--- config.mk ---
export PLATFORM = sky130hd
export DESIGN_NAME = fifo_rd_ptr_ctrl
export DESIGN_NICKNAME = d
export VERILOG_FILES = /design/src/rtl/fifo_rd_ptr_ctrl.sv
export SDC_FILE = /design/constraint.sdc
export NUM_CORES = 1
export LEC_CHECK = 0
export ABC_AREA = 0
export CORE_MARGIN = 4
export CORE_UTILIZATION = 50
export DETAILED_ROUTE_END_ITERATION = 8
export PLACE_DENSITY_LB_ADDON = 0.12
export SLEW_MARGIN = 20
export SYNTH_ARGS = -nofsm -noshare
export SYNTH_HDL_FRONTEND = slang
export SYNTH_SLANG_ARGS = --single-unit
--- constraint.sdc ---
create_clock -name clk -period 4 [get_ports clk]
set_input_delay 0.8 -clock clk [delete_from_list [all_inputs] [get_ports clk]]
set_output_delay 0.8 -clock clk [all_outputs]
set_load 0.01 [all_outputs]
--- src/rtl/fifo_rd_ptr_ctrl.sv ---
// Read-side pointer and empty-flag controller for the asynchronous FIFO.
// Synchronises the write Gray pointer into the read domain, advances the
// binary/Gray read pointers on accepted increments and registers the empty,
// fill-level and sticky underflow flags.
module fifo_rd_ptr_ctrl #(
  parameter int unsigned ADDR_W = 4
) (
  input  logic                clk,
  input  logic                rst_n,
  input  logic                i_incr,
  input  logic                i_clr_err,
  input  logic [ADDR_W:0]     i_wr_ptr_gray,
  output logic [ADDR_W-1:0]   o_rd_addr,
  output logic [ADDR_W:0]     o_rd_ptr_gray,
  output logic                o_empty,
  output logic [ADDR_W:0]     o_level,
  output logic                o_underflow
);

  localparam int unsigned PTR_W = ADDR_W + 1;

  logic [PTR_W-1:0] wr_gray_m;
  logic [PTR_W-1:0] wr_gray_s;
  logic [PTR_W-1:0] wr_bin_s;
  logic [PTR_W-1:0] rd_bin;
  logic [PTR_W-1:0] rd_bin_nxt;
  logic [PTR_W-1:0] rd_gray_nxt;
  logic             acc;
  logic             underflow_set;

  // Two-flop synchroniser for the write-domain Gray pointer
  always_ff @(posedge clk or negedge rst_n) begin
    if (!rst_n) begin
      wr_gray_m <= '0;
      wr_gray_s <= '0;
    end else begin
      wr_gray_m <= i_wr_ptr_gray;
      wr_gray_s <= wr_gray_m;
    end
  end

  // Gray-to-binary conversion of the synchronised write pointer
  always_comb begin
    wr_bin_s = '0;
    wr_bin_s[PTR_W-1] = wr_gray_s[PTR_W-1];
    for (int i = int'(PTR_W) - 2; i >= 0; i--) begin
      wr_bin_s[i] = wr_bin_s[i+1] ^ wr_gray_s[i];
    end
  end

  // Next read pointer: only advance when the FIFO holds data
  always_comb begin
    acc           = i_incr & ~o_empty;
    underflow_set = i_incr & o_empty;
    rd_bin_nxt    = rd_bin + PTR_W'(acc);
    rd_gray_nxt   = rd_bin_nxt ^ (rd_bin_nxt >> 1);
  end

  // Pointer and flag registers; flags use the post-increment pointer
  always_ff @(posedge clk or negedge rst_n) begin
    if (!rst_n) begin
      rd_bin        <= '0;
      o_rd_ptr_gray <= '0;
      o_empty       <= 1'b1;
      o_level       <= '0;
    end else begin
      rd_bin        <= rd_bin_nxt;
      o_rd_ptr_gray <= rd_gray_nxt;
      o_empty       <= (rd_gray_nxt == wr_gray_s);
      o_level       <= wr_bin_s - rd_bin_nxt;
    end
  end

  // Sticky underflow; a new underflow beats a same-cycle clear
  always_ff @(posedge clk or negedge rst_n) begin
    if (!rst_n) begin
      o_underflow <= 1'b0;
    end else if (underflow_set) begin
      o_underflow <= 1'b1;
    end else if (i_clr_err) begin
      o_underflow <= 1'b0;
    end
  end

  assign o_rd_addr = rd_bin[ADDR_W-1:0];

endmodule
# Yosys cells after proc, flatten, opt, wreduce, memory -nomap -nowiden
# Index checks and enable logic that the tools add are counted.
# totals
register_bits	27
latch_bits	0
ramBits	0
mem_bits_ro	0
output_inout_bits	16
mem_count	0
# op_classes
add_sub_neg	2
mul	0
n_div	0
n_lt_le_gt_ge	0
n_eq_ne	1
shift	0
mux	2
bitwise_logic	8
reduce_logical	1
# ops
operator	n
$add 5x1->5	1
$eq 5x5->1	1
$sub 5x5->5	1
$xor 5x4->5	1
$xor 1x1->1	4
$and 1x1->1	2
$mux 1	2
$reduce_bool 2->1	1
$not 1->1	1

# Depth between registers and ports, before layout
# Gate-level depths: netlist (run 1).
# logic_depth
depth_word	5
ltp_mapped	10
mapped_depth_nobuf	10

# Worst setup path after synthesis (run 1)
# Ideal clock, no wire load.
# synth_timing
path_kind	input to register
startpoint	in i_incr
endpoint	reg o_level[4]
t_arrival_ps	2565
slack_ps	1309
stages	9
cell_sequence	nor2b_1 > ha_1 > ha_1 > xor2_2 > inv_1 > ha_1 > a21oi_1 > maj3_1 > xnor2_1
# synth_via
elab_chain_len	3
# synth_lines
item	line	rtl
start: declaration	10	input logic i_incr,
$and 1x1->1	53	acc = i_incr & ~o_empty;
$add 5x1->5	55	rd_bin_nxt = rd_bin + PTR_W'(acc);
via rd_bin_nxt[2]	26	logic [PTR_W-1:0] rd_bin_nxt;
$sub 5x5->5	70	o_level <= wr_bin_s - rd_bin_nxt;
end signal: assignment	70	
end: declaration	16	output logic [ADDR_W:0] o_level,
# The timed path passes the listed nets, and every way through them passes these cells.
# A chain may end at the register's enable or synchronous reset.

# Final worst setup path (run 1)
# Ends and elaborated chain as after synthesis.

==> results of run 1 <==
[power breakdown]
| group | internal (uW) | switching, uW | leakage [uW] |
|---|---|---|---|
| sequential | 359 | 62.0 | 0.000305 |
| combinational | 354 | 303 | 0.000313 |
| clock | 38.9 | 70.3 | 0.0000150 |
[metrics by stage]
stage | instance area, um2 | hold slack (ps) | instances
6_report | 1411 | 363.9 | 135
5_1_grt | 1411 | 375.9 | 135
4_1_cts | 1411 | 365.9 | 135
3_5_place_dp | 1385 | 334.7 | 131
3_3_place_gp | 1390 | 332.0 | 131
2_1_floorplan | 1127 | 331.2 | 81
[layout make-up]
type | instances | area (um2)
clock buffer | 4 | 26.28
fill | 168 | 630.6
inverter | 6 | 22.52
multi-input combinational | 48 | 441.7
sequential | 26 | 651.9
tap | 27 | 33.78
timing repair buffer | 24 | 235.2
[critical path, delay by kind of cell]
kind	cells	cell delay (ps)
AOI/OAI and AO/OA	1	80
buffers and inverters	2	580
xor gates and xnor gates	2	390
adders and majority gates	4	1230
and+or+nand+nor	1	140
[registers in the layout, summed over array words and instances (netlist names)]
register       cells
o_level            5
o_rd_ptr_gray      5
wr_gray_m          5
wr_gray_s          5
rd_bin             4
o_empty            1
o_underflow        1
[worst paths after layout]
path / slack (ps) / cells past startpoint / endpoint
min reg2reg: 360 / 0 / wr_gray_s[0]$_DFF_PN0_
max in group asynchronous: 3170 / 1 / o_empty$_DFF_PN1_
max reg2reg: 1420 / 10 / o_level[4]$_DFF_PN0_
max: 960 / 10 / o_level[4]$_DFF_PN0_
min in group asynchronous: 450 / 1 / o_rd_ptr_gray[2]$_DFF_PN0_
min: 360 / 0 / wr_gray_s[0]$_DFF_PN0_
[cell families after synthesis]
kind of cell,Yosys count,share of synthesized area
adders and majority gates,7,0.08213
and+or+nand+nor,10,0.04884
DFF,26,0.5783
xor gates and xnor gates,23,0.2053
muxes,1,0.008879
buffers and inverters,7,0.02996
AOI/OAI and AO/OA,7,0.04661
[placed cells by master, fill, tap and decap left out, types with 2 or more instances in the layout]
| cell type | netlist | final |
|---|---|---|
| xnor2_1 | 9 | 9 |
| clkbuf_4 | 0 | 3 |
| dfrtp_1 | 25 | 25 |
| inv_1 | 6 | 6 |
| nand3_1 | 2 | 2 |
| ha_1 | 5 | 5 |
| clkdlybuf4s50_1 | 0 | 23 |
| a21oi_1 | 2 | 2 |
| xor2_1 | 10 | 10 |
| xnor2_2 | 3 | 3 |
| nand2_1 | 4 | 4 |
[layer usage]
| metal | global-route usage | part of all wire |
|---|---|---|
| met1 | 0.1418 | 0.44 |
| met2 | 0.2044 | 0.48 |
| met3 | 0.03963 | 0.073 |
| met4 | 0.05208 | 0.0072 |
| met5 | 0 | 0 |
==> metrics list, run 1 <==
- Outcome: complete, no violations
* Number of rows in the core area: 16
* Number of nets in the finished design: 124
- Number of clock buffers inserted by TritonCTS: 3
- Yosys mapped a number of flops with a built-in enable equal to 0.
* Clock buffer depth: 2
* Power per unit of standard cell area: 841.2 nW/um2
* Setup crit end kind: flop
- For the pin with the worst max-slew slack, the measured transition is 548.3 ps.
- The clock period could shrink to 3037 ps.
- RSZ-0062 raised after global routing: no
- Syn_nets: 96
* Dominant cell type by area after synthesis: dfrtp_1
- The startpoint identified for the worst hold timing path is wr_gray_m[0]$_DFF_PN0_.
- Clock H-tree levels: 1
- Port bufs: 24
- By startpoint and endpoint, the worst setup path is classified as input port to flop.
- In the finished design, the share of the clock period the worst path needs comes to 0.7593.
* Startpoint of the lowest-slack register-to-register path: wr_gray_s[4]$_DFF_PN0_
* # hold bufs at CTS: 0
* Wire length reported by the detailed router: 1.659 mm
* Static leakage: 0.0006327 uW
- First element of the critical path: i_incr
- Data required time at the worst endpoint: 4200 ps
* Via count of the first global-routing pass: 675
- Overall power consumption after layout is estimated at 1187 uW.
- CP Launch Type: input port
- Of the post-synthesis cell area, the dominant cell type holds 0.5549.
* Global Route Usage Sum: 0.1218
* Total number of vias: 646
* Number of sinks on the clock net: 26
* Count of max-cap constraint violations: 0
* Slew Limit Fails: 0
- Flip-flop and latch count after synthesis: 26
* HPWL after DPL: 1.258 mm
- Most frequently used cell type in the post-synthesis netlist: dfrtp_1
- Global-route wire length before repair: 2.932 mm
* Synthesized area: 1127 um2
- VDD sags by at most 0.0004761 V.
- The number of antenna diodes in the final layout is 0.
* Growth of design area from synthesis to finish: 25.19%
* Source-to-sink clock delay at the later pin of the worst-skew pair: 310 ps
- Aggregate negative setup slack: 0 ps
- Share of layout cells above drive strength 1: 0.09259
- Commonest cells in the netlist: 25 x dfrtp_1, 10 x xor2_1, 9 x xnor2_1
- The floorplan step defined a die boundary enclosing 3079 um2.
- Post-Place Setup Slack: 647.0 ps
- Once the clock tree was built, the setup fixing pass inserted 0 buffers.
- Across the routed clock network, the largest skew measured is 7.826 ps.
- Timing would allow up to 329.3 MHz.
- Initial Utilization: 0.5521
- In this run the standard cell core region covers 2042 um2.
* Post-synthesis sequential area ratio: 0.5782
- Entering global routing, the biggest net connects 27 pins.
- In the synthesized netlist the async set-or-reset flop fraction comes to 1.000.
- Class of the most critical hold timing path: flop to flop
* Root Driver: clkbuf_4
- Iteration-0 DRC Markers: 3
- Post-cts gate resize count: 0
- Number of library cell types mapped by synthesis: 24
* Worst setup slack after layout: 962.8 ps
- Initial antenna violation count: 0
- Leftover overflow at the end of global routing: 0
- Clock-pin slew on the worst setup and hold paths: 130 ps
- Synthesized area per cell: 13.92 um2
- On the worst path, the slowest cell contributes a delay of 470 ps.
* Post-detailed-route DRC marker count: 0
- For this run, the detailed router's first-pass iteration total came to 2.
* Cells taking the most area after synthesis: dfrtp_1 55%, xor2_1 7.8%, xnor2_1 7.0%, ha_1 5.5%, xnor2_2 4.3%
* Post-Syn Instances: 81
- 25 I/O pins were placed.
- Final antenna-violating net count: 0
- Final number of hold-violating endpoints: 0
- Count of endpoints failing setup in the final report: 0
- From bottom edge to top edge, the die measures 55.49 um.
- Die width: 55.49 um
* Post-synth top flop: dfrtp_1
- Once layout is complete, the utilization of the core stands at 0.6912.
- In this design, the critical path's most frequently occurring cell is ha_1.
* Data arrival time at the worst-slack endpoint: 3240 ps
- Detail-routed via count per cell: 4.785
- The worst pin sits at a relative slew slack of 0.6345.
* Cell with the largest stage delay on the worst path: clkdlybuf4s50_1
* Cell breakdown of the critical path: clkdlybuf4s50_1 -> nor2b_1 -> ha_1 -> ha_1 -> xor2_2 -> inv_1 -> ha_1 -> a21oi_1 -> maj3_1 -> xnor2_1
* Maximum fanout along the worst path: 5
* Synth warnings: 0
- After detailed routing, the average wire length per cell comes to 12.29 um.
- Final weighted congestion in routability-driven placement: 0.8267
- Clock tree from TritonCTS: built
Power figures use the tool's default switching activity.
==> inputs of run 2 (changes only) <==
--- a/config.mk
+++ b/config.mk
@@ -7,7 +7,7 @@
 export LEC_CHECK = 0
 export ABC_AREA = 0
 export CORE_MARGIN = 4
-export CORE_UTILIZATION = 50
+export CORE_UTILIZATION = 44
 export DETAILED_ROUTE_END_ITERATION = 8
 export PLACE_DENSITY_LB_ADDON = 0.12
 export SLEW_MARGIN = 20
==> constraint.sdc (replaced) <==
create_clock -name clk -period 2.7 [get_ports clk]
set_input_delay 0.54 -clock clk [delete_from_list [all_inputs] [get_ports clk]]
set_output_delay 0.54 -clock clk [all_outputs]
set_load 0.01 [all_outputs]
==> metrics list, run 2 (same netlist as run 1, synthesis figures left out) <==
* Worst rel slew slack: 0.6428 (was 0.6345)
- Number of nets in the finished design: 135 (was 124)
* Relative contribution of the clock network to total power: 0.100 (was 0.092)
- The number of buffers created by CTS came to 3 (unchanged).
* Source-to-sink clock delay at the later pin of the worst-skew pair: 310 ps (about the same)
* RSZ-0062 raised after global routing: no (unchanged)
- The count of port buffers added during placement is 24 (unchanged).
* Global-route wire length before repair: 3.249 mm (was 2.932 mm)
* Final weighted congestion in routability-driven placement: 0.7141 (was 0.8267)
- The area overhead of the layout relative to synthesis was 34.18% (was 25.19%).
- Clock tree from TritonCTS: built (unchanged)
- Fmax: 407.9 MHz
- Final antenna-violating net count: 0 (unchanged)
* Die Area: 3436 um2 (was 3079 um2)
- Data arrival time at the worst-slack endpoint: 2660 ps (was 3240 ps)
- Root Driver: clkbuf_4 (unchanged)
- Global Route Usage Sum: 0.1265 (was 0.1218)
* Via count of the first global-routing pass: 724 (was 675)
* Start-to-end type of the worst setup path: input port to flop (unchanged)
- Sequential standard cell area: 651.9 um2 (unchanged)
* Startpoint of the lowest-slack register-to-register path: wr_gray_s[4]$_DFF_PN0_ (unchanged)
- Total number of vias: 687 (was 646)
- Data required time at the worst endpoint: 2910 ps (was 4200 ps)
- Maximum fanout along the worst path: 2 (was 5)
- Post-detailed-route DRC marker count: 0 (unchanged)
- Maximum vdd drop: 0.0006538 V (was 0.0004761 V)
* Setup skew after layout: 0.6885 ps (was 7.826 ps)
- The sum of routed wire length over all layers is 1.813 mm (was 1.659 mm).
- The worst path needs 2452 ps of the cycle, external delays included.
* Number of rows in the core area: 18 (was 16)
- DP Cell Count: 145 (was 131)
- The endpoint type of the worst setup path is a flop (unchanged).
- The max-capacitance violation count is 0 (unchanged).
- Detail-routed via count per cell: 4.611 (was 4.785)
- The first-pass iteration count of the detailed router came to 4 (was 2).
- The TritonCTS sink count came to 26 (unchanged).
* HPWL after DPL: 1.475 mm (was 1.258 mm)
- The number of ports placed on the die boundary is 25 (unchanged).
- Switch Pwr: 668.5 uW (was 435.2 uW)
- The type of the worst min-delay path is flop to flop (unchanged).
- The post-layout instance count excluding filler cells is 149 (was 135).
* Die height: 58.62 um (was 55.49 um)
* Most frequent standard cell in the layout excluding fill and tap cells: dfrtp_1 (unchanged)
- First element of the critical path: i_incr (unchanged)
* CP Launch Type: input port (unchanged)
* Post-cts gate resize count: 0 (unchanged)
* Post-CTS Repair Setup Buffers: 0 (unchanged)
- Area of the placeable core: 2455 um2 (was 2042 um2)
* Logic pwr share: 0.573 (was 0.553)
* Part of the power in registers: 0.327 (was 0.355)
- The actual slew at the worst max-slew pin came to 534.1 ps (was 548.3 ps).
* Clock H-tree levels: 1 (unchanged)
- Final number of hold-violating endpoints: 0 (unchanged)
- Switching part of the total power: 0.3484 (was 0.3665)
- Commonest cells after routing, fill and taps aside: 25 x dfrtp_1, 24 x clkdlybuf4s50_1, 11 x buf_4, 10 x xor2_1, 9 x xnor2_1 (was 25 x dfrtp_1, 23 x clkdlybuf4s50_1, 10 x xor2_1, 9 x xnor2_1, 6 x inv_1)
- The setup TNS after final layout was 0 ps (unchanged).
- Internal power: 1250 uW (was 752.1 uW)
- The x dimension of the die is 58.62 um (was 55.49 um).
- Clock buffer depth: 2 (unchanged)
- Power per unit of standard cell area: 1268 nW/um2 (was 841.2 nW/um2)
- Iteration-0 DRC Markers: 17 (was 3)
- Slew Limit Fails: 0 (unchanged)
- The critical hold path startpoint is wr_gray_m[1]$_DFF_PN0_ (was wr_gray_m[0]$_DFF_PN0_).
- Initial antenna violation count: 0 (unchanged)
- # hold bufs at CTS: 0 (unchanged)
- The ratio of cells with drive above 1 in the final layout is 0.1765 (was 0.09259).
- The clock transition time at the flip-flop clock pins of the worst setup and hold paths is 130 ps (about the same).
- Outcome: complete, no violations (unchanged)
- The final setup violation count came to 0 (unchanged).
- Wirelength per Cell: 12.17 um (was 12.29 um)
* Largest net degree at the start of global routing: 16 (was 27)
* Antenna diode count: 0 (unchanged)
- Final worst path period share: 0.9081
- Fill cell total of the finished layout: 202 (was 168)
- The static leakage power was 0.0006922 uW (was 0.0006327 uW).
* Initial Utilization: 0.4592 (was 0.5521)
* Area occupied by multi-input gates: 441.7 um2 (unchanged)
- The total global routing overflow is 0 (unchanged).
run 2: path summary, 6_finish.rpt:
check	slack, ps	cells after the start	to
min in group asynchronous	560	1	o_rd_ptr_gray[0]$_DFF_PN0_
max in group asynchronous	1550	2	wr_gray_s[3]$_DFF_PN0_
hold reg to reg	360	0	wr_gray_s[1]$_DFF_PN0_
setup reg to reg	270	10	o_level[4]$_DFF_PN0_
setup / recovery	250	10	o_level[4]$_DFF_PN0_
hold / removal	360	0	wr_gray_s[1]$_DFF_PN0_
run 2: layer usage:
metal  share of wire  GRT usage  vias to the layer above
li1                -          -                      334
met1            0.40     0.1580                      331
met2            0.52     0.2201                       20
met3           0.075    0.02632                        2
met4           0.012    0.03883                        0
met5               0          0                        -
run 2: cell type report:
cell class                 instances  area share
sequential                        26      0.4309
timing repair buffer              35      0.2134
tap                               30     0.02481
inverter                           6     0.01489
clock buffer                       4     0.02399
multi-input combinational         48      0.2920
run 2: metrics by stage:
step	power, uW	setup slack [ps]	instance area (um2)	hold WS [ps]	util
4_1_cts	1964	249.0	1513	368.6	0.6162
6_report	1919	248.2	1513	364.3	0.6162
3_5_place_dp	1758	-86.98	1476	336.5	0.6014
3_3_place_gp	1734	-39.37	1476	332.9	0.6014
2_1_floorplan	1260	268.7	1127	244.4	-
5_1_grt	2096	89.01	1513	375.3	0.6162
run 2: power groups by stage:
| stage | clock network [uW] | registers, uW | logic [uW] |
|---|---|---|---|
| final | 192 | 628 | 1100 |
| after global routing | 225 | 651 | 1220 |
| after CTS | 205 | 632 | 1130 |
| after detailed placement | 0 | 642 | 1120 |
| after global placement | 0 | 632 | 1100 |
| after floorplan | 0 | 675 | 585 |
run 2: critical path, stage by stage:
cell and delay, ps:
clkdlybuf4s50_1 470, nor2b_1 140, ha_1 190, ha_1 230, xor2_2 160, inv_1 70
ha_1 300, a21oi_1 70, maj3_1 360, xnor2_1 130
==> inputs of run 3 (changes only) <==
--- a/config.mk
+++ b/config.mk
@@ -6,8 +6,10 @@
 export NUM_CORES = 1
 export LEC_CHECK = 0
 export ABC_AREA = 0
+export ABC_CLOCK_PERIOD_IN_PS = 2700
 export CORE_MARGIN = 4
 export CORE_UTILIZATION = 44
+export CTS_CLUSTER_DIAMETER = 50
 export DETAILED_ROUTE_END_ITERATION = 8
 export PLACE_DENSITY_LB_ADDON = 0.12
 export SLEW_MARGIN = 20
==> results of run 3 <==
No change in the layout: final DEF, timing and power equal those of run 2.
